`src/rtl/imem_boot_loader.sv`:
```
// ---------------------------------------------------------------------------
// imem_boot_loader
//   Boot-time sequencer for the instruction SRAM. Consumes a little-endian
//   byte stream (4-byte word count N, then N 4-byte words), assembles 32-bit
//   words and writes each one through the debug_imem_* port with a
//   setup / strobe / hold sequence. The core is held in reset (cpu_rst)
//   until the whole image has been written.
//
// Ports
//   clk, rst          clock, asynchronous active-high reset
//   reload            1-cycle pulse, restarts loading from DONE or ERR
//   in_valid/in_data  byte stream input
//   in_ready          byte accepted when in_valid & in_ready
//   cpu_rst           core reset, 1 while loading or in error
//   debug_imem_oe     SRAM output enable (active-low), 0 only when done
//   debug_imem_we     SRAM write enable (active-low)
//   debug_imem_addr   SRAM word address
//   debug_imem_data   SRAM write data
//   done              image fully written, core released
//   err               header word count exceeded MAX_WORDS
// ---------------------------------------------------------------------------
module imem_boot_loader #(
    parameter logic [31:0] BASE_ADDR = 32'h0,
    parameter int          MAX_WORDS = 65536,
    parameter int          WE_CYCLES = 2
) (
    input  logic        clk,
    input  logic        rst,
    input  logic        reload,
    input  logic        in_valid,
    input  logic [7:0]  in_data,
    output logic        in_ready,
    output logic        cpu_rst,
    output logic        debug_imem_oe,
    output logic        debug_imem_we,
    output logic [31:0] debug_imem_addr,
    output logic [31:0] debug_imem_data,
    output logic        done,
    output logic        err
);

    localparam logic [2:0] S_HDR    = 3'd0;
    localparam logic [2:0] S_DATA   = 3'd1;
    localparam logic [2:0] S_SETUP  = 3'd2;
    localparam logic [2:0] S_STROBE = 3'd3;
    localparam logic [2:0] S_HOLD   = 3'd4;
    localparam logic [2:0] S_DONE   = 3'd5;
    localparam logic [2:0] S_ERR    = 3'd6;

    localparam int              SW          = (WE_CYCLES > 1) ? $clog2(WE_CYCLES) : 1;
    localparam logic [SW-1:0]   STROBE_LAST = SW'(WE_CYCLES - 1);
    localparam logic [32:0]     MAX_N       = 33'(MAX_WORDS);

    logic [2:0]    state;
    logic [1:0]    byte_cnt;
    logic [31:0]   hdr_n;       // word count N from the header
    logic [23:0]   word_buf;    // lower three bytes of the word being assembled
    logic [31:0]   idx;         // index of the word currently being loaded
    logic [SW-1:0] strobe_cnt;

    // Full 32-bit values as they stand once the 4th byte arrives.
    logic [31:0] hdr_full;
    logic [31:0] word_full;
    logic [31:0] idx_next;

    assign hdr_full  = {in_data, hdr_n[23:0]};
    assign word_full = {in_data, word_buf};
    assign idx_next  = idx + 32'd1;

    // Ready depends on state only so a source may wait for ready before valid.
    assign in_ready = !rst && (state == S_HDR || state == S_DATA);

    always_ff @(posedge clk or posedge rst) begin
        if (rst) begin
            state           <= S_HDR;
            byte_cnt        <= 2'd0;
            hdr_n           <= 32'd0;
            word_buf        <= 24'd0;
            idx             <= 32'd0;
            strobe_cnt      <= '0;
            cpu_rst         <= 1'b1;
            debug_imem_oe   <= 1'b1;
            debug_imem_we   <= 1'b1;
            debug_imem_addr <= BASE_ADDR;
            debug_imem_data <= 32'd0;
            done            <= 1'b0;
            err             <= 1'b0;
        end else begin
            case (state)
                S_HDR: begin
                    if (in_valid) begin
                        byte_cnt <= byte_cnt + 2'd1;
                        case (byte_cnt)
                            2'd0:    hdr_n[7:0]   <= in_data;
                            2'd1:    hdr_n[15:8]  <= in_data;
                            2'd2:    hdr_n[23:16] <= in_data;
                            default: hdr_n        <= hdr_full;
                        endcase
                        if (byte_cnt == 2'd3) begin
                            idx <= 32'd0;
                            if (hdr_full == 32'd0) begin
                                state         <= S_DONE;
                                cpu_rst       <= 1'b0;
                                debug_imem_oe <= 1'b0;
                                done          <= 1'b1;
                            end else if ({1'b0, hdr_full} > MAX_N) begin
                                state <= S_ERR;
                                err   <= 1'b1;
                            end else begin
                                state <= S_DATA;
                            end
                        end
                    end
                end

                S_DATA: begin
                    if (in_valid) begin
                        byte_cnt <= byte_cnt + 2'd1;
                        case (byte_cnt)
                            2'd0:    word_buf[7:0]   <= in_data;
                            2'd1:    word_buf[15:8]  <= in_data;
                            2'd2:    word_buf[23:16] <= in_data;
                            default: ;
                        endcase
                        // Address/data are only loaded here, so they stay
                        // stable across setup, strobe and hold.
                        if (byte_cnt == 2'd3) begin
                            debug_imem_addr <= BASE_ADDR + idx;
                            debug_imem_data <= word_full;
                            state           <= S_SETUP;
                        end
                    end
                end

                S_SETUP: begin
                    debug_imem_we <= 1'b0;
                    strobe_cnt    <= '0;
                    state         <= S_STROBE;
                end

                S_STROBE: begin
                    if (strobe_cnt == STROBE_LAST) begin
                        debug_imem_we <= 1'b1;
                        state         <= S_HOLD;
                    end else begin
                        strobe_cnt <= strobe_cnt + 1'b1;
                    end
                end

                S_HOLD: begin
                    idx <= idx_next;
                    if (idx_next == hdr_n) begin
                        state         <= S_DONE;
                        cpu_rst       <= 1'b0;
                        debug_imem_oe <= 1'b0;
                        done          <= 1'b1;
                    end else begin
                        state <= S_DATA;
                    end
                end

                S_DONE, S_ERR: begin
                    if (reload) begin
                        state         <= S_HDR;
                        byte_cnt      <= 2'd0;
                        hdr_n         <= 32'd0;
                        idx           <= 32'd0;
                        cpu_rst       <= 1'b1;
                        debug_imem_oe <= 1'b1;
                        done          <= 1'b0;
                        err           <= 1'b0;
                    end
                end

                default: state <= S_HDR;
            endcase
        end
    end

endmodule

```
`config.mk`:
```
export PLATFORM = sky130hd
export DESIGN_NAME = imem_boot_loader
export DESIGN_NICKNAME = d
export VERILOG_FILES = /design/src/rtl/imem_boot_loader.sv
export SDC_FILE = /design/constraint.sdc
export NUM_CORES = 1
export LEC_CHECK = 0
export CAP_MARGIN = 20
export CORE_AREA = 8 8 118 131
export CTS_CLUSTER_SIZE = 14
export DETAILED_ROUTE_END_ITERATION = 10
export DIE_AREA = 0 0 126 139
export PLACE_DENSITY = 0.85
export SETUP_SLACK_MARGIN = 0.02
export SKIP_CTS_REPAIR_TIMING = 1
export SYNTH_ARGS = -nofsm -noshare
export SYNTH_HDL_FRONTEND = slang
export SYNTH_SLANG_ARGS = --single-unit
export TNS_END_PERCENT = 100
```
`constraint.sdc`:
```
create_clock -name clk -period 9.15 [get_ports clk]
set_clock_uncertainty 0.2 [all_clocks]
set_input_delay 1.3725 -clock clk [delete_from_list [all_inputs] [get_ports clk]]
set_output_delay 1.3725 -clock clk [all_outputs]
set_load 0.01 [all_outputs]
```
After elaboration in Yosys (flattened, before gate mapping)
Cells that the tools add are included.
{"block": "totals", "romBits": 0, "wordCells": 117, "out_inout_bits": 70, "memories": 0, "ff_bits": 162, "ram_bits": 0, "latchBits": 0}
{"block": "op_classes", "reduce_logical": 27, "mux": 44, "mul": 0, "addsub": 3, "n_shift": 0, "div": 0, "n_eq_ne": 25, "n_bitwise": 0, "magnitude_cmp": 1}
{"operator": "$mux 32", "count": 4}
{"operator": "$pmux 32 s3", "count": 1}
{"operator": "$pmux 32 s2", "count": 1}
{"operator": "$add 32x1->32 const B", "count": 1}
{"operator": "$eq 32x32->1", "count": 1}
{"operator": "$gt 32x17->1 const B", "count": 1}
{"operator": "$logic_not 32->1", "count": 1}
{"operator": "$mux 8", "count": 4}
{"operator": "$mux 3", "count": 9}
{"operator": "$reduce_and 4->1", "count": 5}
{"operator": "$pmux 3 s6", "count": 1}
{"operator": "$reduce_and 6->1", "count": 3}
{"operator": "$mux 1", "count": 16}
{"operator": "$ne 2x1->1 const B", "count": 8}
{"operator": "$reduce_and 3->1", "count": 5}
{"operator": "$ne 2x2->1 const B", "count": 7}
{"operator": "$eq 3x3->1 const B", "count": 3}
{"operator": "$eq 3x2->1 const B", "count": 2}
{"operator": "$pmux 1 s2", "count": 3}
{"operator": "$pmux 1 s3", "count": 2}
{"operator": "$reduce_bool 2->1", "count": 3}
{"operator": "$eq 2x2->1 const B", "count": 2}
{"operator": "$mux 2", "count": 2}
{"operator": "$pmux 2 s2", "count": 1}
{"operator": "other kinds (13)", "count": 14}

Depth between registers and ports, before layout
Gate-level depths: netlist of the first run.
{"block": "depth", "ltp_word": 6, "mapped_depth": 10, "depth_no_buf": 9}

Least setup slack after synthesis of the first run
OpenSTA, ideal clock, no wires.
{"block": "synth_timing", "kind": "input port to output port", "start": "input port rst", "end": "output port in_ready", "n_path_buf": 0, "arrival_ns": 1.631, "setup_slack_ns": 5.946, "cell_stages": 1, "t_required_ns": 7.577, "cell_sequence": "nor3_1"}
{"block": "synth_via", "elab_chain_len": 2}
{"element": "from (decl)", "line": "28", "text": "input logic rst,"}
{"element": "$logic_not 1->1 (no source line)"}
{"element": "$logic_and 1x1->1", "line": "71", "text": "assign in_ready = !rst && (state == S_HDR || state == S_DATA);"}
{"element": "to (decl)", "line": "32", "text": "output logic in_ready,"}
Every way passes these cells.

Worst setup path in the final report of the first run
Same ends and word-level chain as after synthesis.

==> results of run 1 <==
state kept, by name, indices dropped and copies added (netlist names):
signal,flops
byte_cnt,2
debug_imem_we,1
strobe_cnt,1
state,3
debug_imem_data,32
word_buf,24
idx,32
debug_imem_addr,32
done,1
debug_imem_oe,1
err,1
hdr_n,32
worst max-delay path, cell delays in order:
cell and delay [ns]:
clkdlybuf4s50_1 0.48, nor3_1 0.16, clkdlybuf4s50_1 0.56
layout make-up:
cell class	count	area, um2	share of cell area, %
multi-input cells	518	3580	38.5
well taps	164	205	2.21
inverters	8	35.0	0.377
clock inverters	13	125	1.35
repair buffers	86	848	9.12
flip-flops and latches	162	4060	43.6
clock buffers	19	453	4.87
worst max path at each step:
stage	endpoint	slack, ns	cells past startpoint
after floorplan	byte_cnt[0]	3.20	1
after global placement	in_ready	4.98	3
after detailed placement	in_ready	4.98	3
after CTS	in_ready	4.98	3
after global routing	in_ready	4.93	3
final	in_ready	4.99	3
per-layer routing:
metal  track usage (%)  routed length [um]  vias to the layer above
met5                 0                   0                        -
met1              25.1                7400                     2953
met4              10.0                 567                        0
li1                  -                   -                     2742
met2              36.6                9460                      240
met3              7.04                1350                       55
cell families (layout without fill, tap and decap cells):
group / count (synthesis) / after routing / synth area share, %
compound gates: 147 / 147 / 10.8
xor+xnor: 47 / 47 / 5.22
fa+ha+maj: 6 / 6 / 0.951
buf+inv: 56 / 126 / 3.35
flops: 162 / 162 / 51.4
mux: 96 / 96 / 13.7
simple gates: 222 / 222 / 14.6
synthesized netlist by cell type, drive strengths merged (2+ instances only):
cell type,instances
xor2,21
a211oi,5
dfstp,2
or2,2
and2,4
mux2i,3
and4,4
nand2b,4
ha,6
or3,3
o31ai,12
inv,8
o21ai,89
xnor2,26
buf,18
nand4,17
nand3,16
dfrtp,160
and3,8
a2111oi,3
a41oi,3
nor2b,4
a21o,2
a21oi,18
nor3b,3
mux2,93
nor2,34
clkbuf,30
nand2,87
a31oi,6
nor4,17
nor3,14
report_power, final:
| part | internal [mW] | total (mW) | switching [mW] |
|---|---|---|---|
| combinational | 0.372 | 0.759 | 0.387 |
| sequential | 0.912 | 1.11 | 0.201 |
| clock | 0.392 | 0.691 | 0.299 |
| total | 1.68 | 2.56 | 0.887 |
layout by cell type (no fill, tap or decap), types with 6 or more instances in the layout:
| cell type | count |
|---|---|
| dfrtp_1 | 160 |
| a21oi_1 | 18 |
| a31oi_1 | 6 |
| and3_1 | 8 |
| nand3_1 | 13 |
| nor2_1 | 34 |
| ha_1 | 6 |
| clkbuf_16 | 17 |
| inv_1 | 7 |
| xnor2_1 | 26 |
| nor4_1 | 15 |
| nor3_1 | 13 |
| clkdlybuf4s50_1 | 81 |
| nand4_1 | 15 |
| o31ai_1 | 12 |
| xor2_1 | 21 |
| mux2_2 | 93 |
| nand2_1 | 87 |
| o21ai_0 | 89 |
metrics by stage:
step | std cells | util (%) | power [mW] | setup WS [ns] | hold WS [ns]
after global routing | 970 | 69.4 | 2.70 | 4.93 | 0.318
after floorplan | 736 | - | 1.58 | 3.20 | 0.250
final | 970 | 69.4 | 2.56 | 4.99 | 0.284
after detailed placement | 937 | 65.0 | 1.87 | 4.98 | 0.277
after global placement | 937 | 65.0 | 1.81 | 4.98 | 0.268
after CTS | 969 | 69.3 | 2.57 | 4.98 | 0.291
==> qor.yml, run 1 <==
diodes: 0
drc: 0
rsz0062_at_grt: "false"
async_reset_ff_share_pct: 100
synth.avg_cell_area_um2: 10.7
fillers: 969
vdd_drop_max_uv: 182
fin_nets: 811
synth-seq-cells: 162
place.gp.congestion: 0.931
dieArea_mm2: 0.0175
p_leak_nw: 4.15
min_period_ns: 4.16
crit_path_start: "rst"
via_count: 5990
path_max_fanout: 2
hold_path_class: "reg2reg"
cts_htree_levels: 4
start_util_pct: 58.9
clock.fmax_ghz: 0.241
syn-num-nets: 754
worst-setup-path-type: "in2out"
tns_ns: 0
finalWirelength_um: 18800
cts_made_buffers: 17
antenna_left: 0
cts_tree: "built"
core.rowCount: 45
die_x_um: 126
synthToLayoutAreaGrowth_pct: 17.8
synthTopCellsByArea: "dfrtp_1, mux2_2, o21ai_0"
finalHoldViolCount: 0
period_share_pct: 45.4
grt_use_total_pct: 21.9
yosys_warnings: 0
die_y_um: 139
clkSlewWorstSetupHoldPaths_ns: 0.06
cts_max_path_buffers: 2
cts-root-buf: "clkbuf_16"
synth_top_area_cell: "dfrtp_1"
crit_required_ns: 7.58
fin_area_mm2: 0.00930
maxSlewHeadroom_pct: 30.1
cp-start-kind: "input pin"
yosysSeqAreaShare_pct: 51.4
core_mm2: 0.0134
power.density_mw_per_mm2: 276
reg2regPathDepth: 8
min_from: "hdr_n[24]"
synth_top_area_share_pct: 50.7
wl_per_cell_um: 19.4
whs_path_depth: 2
cap_viol_max_count: 0
postPlaceCellArea_mm2: 0.00871
status: "complete, no violations"
synthFlopType: "dfrtp_1"
final_max_slew_viol_count: 0
synth_edf_count: 0
grt_pass1_wl_um: 30600
tightest_slew_ns: 1.05
grt_pass1_vias: 6087
cp-end-kind: "output pin"
cts_sinks: 162
antenna_found_initial: 0
drtIter0Drc: 447
synthesis.area_mm2: 0.00789
overflow: 0
holdPathEnd: "hdr_n[24]"
r2r_start: "idx[4]"
reg2reg_to: "done"
post-dp-hpwl_um: 13200
drt_first_pass_iters: 5
grt_max_degree: 102
syn_inst: 736
drive_above_1_share_pct: 18.0
rrSetupSlack_ns: 5.63
io_pins: 82
vias_per_cell: 6.18
port_buffers: 81
setup_viol: 0
worstPathArrival_ns: 2.58
ys_types: 57
clk_latency_ns: 0.44
Power figures use the tool's default switching activity.
==> run 2: changes to the inputs <==
- CORE_AREA: 8 8 118 131 -> 8 8 122 135
- DIE_AREA: 0 0 126 139 -> 0 0 130 143
- PLACE_DENSITY: 0.85 -> 0.81
- clock period: 9.15 -> 4 ns (I/O delays scaled with it)
==> run 2 against run 1 <==
Against the previous run:
- final cell count is 3.2% higher
- power is 130% higher
- cell area is 0.73% higher
- largest cell class unchanged
- largest power group unchanged
==> qor.yml, run 2 (same netlist as run 1, synthesis figures left out) <==
cp-end-kind: "flop"
final_max_slew_viol_count: 0
clock.fmax_ghz: 0.312
finalHoldViolCount: 0
overflow: 0
min_period_ns: 3.21
cts_made_buffers: 17
tightest_slew_ns: 0.971
worst-setup-path-type: "reg2reg"
fin_nets: 815
p_leak_nw: 4.15
worstPathArrival_ns: 3.37
drt_first_pass_iters: 5
drtIter0Drc: 548
wl_per_cell_um: 19.8
hold_path_class: "reg2reg"
post-dp-hpwl_um: 14300
grt_pass1_vias: 6148
status: "complete, no violations"
die_x_um: 130
path_max_fanout: 8
antenna_found_initial: 0
clkSlewWorstSetupHoldPaths_ns: 0.06
seq_area_mm2: 0.00406
layout_common_cells: "dfrtp_1, mux2_2, o21ai_0"
crit_required_ns: 4.17
cap_viol_max_count: 0
core_mm2: 0.0142
cp-start-kind: "flop"
final_common_cell: "dfrtp_1"
vdd_drop_max_uv: 373
synthToLayoutAreaGrowth_pct: 18.7
maxSlewHeadroom_pct: 35.3
power.density_mw_per_mm2: 627
start_util_pct: 55.5
vias_per_cell: 6.06
dieArea_mm2: 0.0186
critical-path-top-delay-family: "simple AND/OR/NAND/NOR gates"
path_buf_inv: 0
io_pins: 82
grt_max_degree: 53
rsz0062_at_grt: "false"
antenna_left: 0
core.rowCount: 46
final_util_pct: 65.9
die_y_um: 143
cts_sinks: 162
period_share_pct: 80.2
diodes: 0
cts_tree: "built"
place.gp.congestion: 0.916
crit_path_top_delay_cell: "nor4_4"
tns_ns: 0
grt_pass1_wl_um: 32500
setup_viol: 0
via_count: 6064
finalPower_mw: 5.88
fillers: 1097
multi_input_area_mm2: 0.00358
clk_latency_ns: 0.43
drive_above_1_share_pct: 18.2
finalWirelength_um: 19800
max_stage_delay_ns: 0.51
grt_use_total_pct: 22.6
drc: 0
port_buffers: 81
cts-root-buf: "clkbuf_16"
cts_max_path_buffers: 2
cts_htree_levels: 4
cp_cell_sequence: "ha_1 > nand3_4 > or2_1 > nor4_4 > xnor2_1 > a2111oi_2 > nand4_1 > nor2_1 > o31a_1"
[run 2: path summary, 6_finish.rpt]
| path | start | end | slack [ns] | cells past startpoint |
|---|---|---|---|---|
| worst min-delay path | hdr_n[31] | hdr_n[31] | 0.30 | 2 |
| worst min register to register | hdr_n[31] | hdr_n[31] | 0.30 | 2 |
| worst max register to register | idx[0] | done | 0.79 | 9 |
| worst max-delay path | idx[0] | done | 0.79 | 9 |
| max in group asynchronous | rst | idx[13] | 2.37 | 3 |
| min in group asynchronous | rst | err | 0.43 | 2 |
[run 2: power by group]
part           internal [mW]  switching (mW)
combinational          0.852           0.912
sequential              2.09           0.474
clock                  0.863           0.690
total                   3.80            2.08
[run 2: final cells by class]
| class | count | share of cell area [%] |
|---|---|---|
| clock buffer | 18 | 4.58 |
| clock inverter | 13 | 1.36 |
| inverter | 8 | 0.361 |
| multi-input combinational | 518 | 38.2 |
| sequential | 162 | 43.3 |
| tap | 192 | 2.56 |
| timing repair buffer | 90 | 9.64 |
[run 2: metal layers]
| layer | routed length, um | global-route usage (%) | vias to the layer above |
|---|---|---|---|
| met3 | 1570 | 6.12 | 45 |
| li1 | - | - | 2738 |
| met1 | 7700 | 27.2 | 2992 |
| met4 | 519 | 9.18 | 0 |
| met2 | 10000 | 37.5 | 289 |
| met5 | 0 | 0 | - |
[run 2: worst register-to-register path, delay by kind of cell (launching register included)]
family,cells,cell delay [ns]
flip-flops,1,0.50
AO/OA/AOI/OAI,2,0.56
adder cells (fa/ha/maj),1,0.32
XOR/XNOR,1,0.15
AND/OR/NAND/NOR,5,1.40
[run 2: per-stage QoR]
stage / worst slack, ns / cell area [um2] / instances / hold WS (ns)
2_1_floorplan: 1.14 / 7900 / 736 / 0.250
3_3_place_gp: 0.925 / 8810 / 970 / 0.269
3_5_place_dp: 0.807 / 8810 / 970 / 0.291
4_1_cts: 0.804 / 9370 / 1001 / 0.305
5_1_grt: 0.591 / 9370 / 1001 / 0.320
6_report: 0.793 / 9370 / 1001 / 0.296
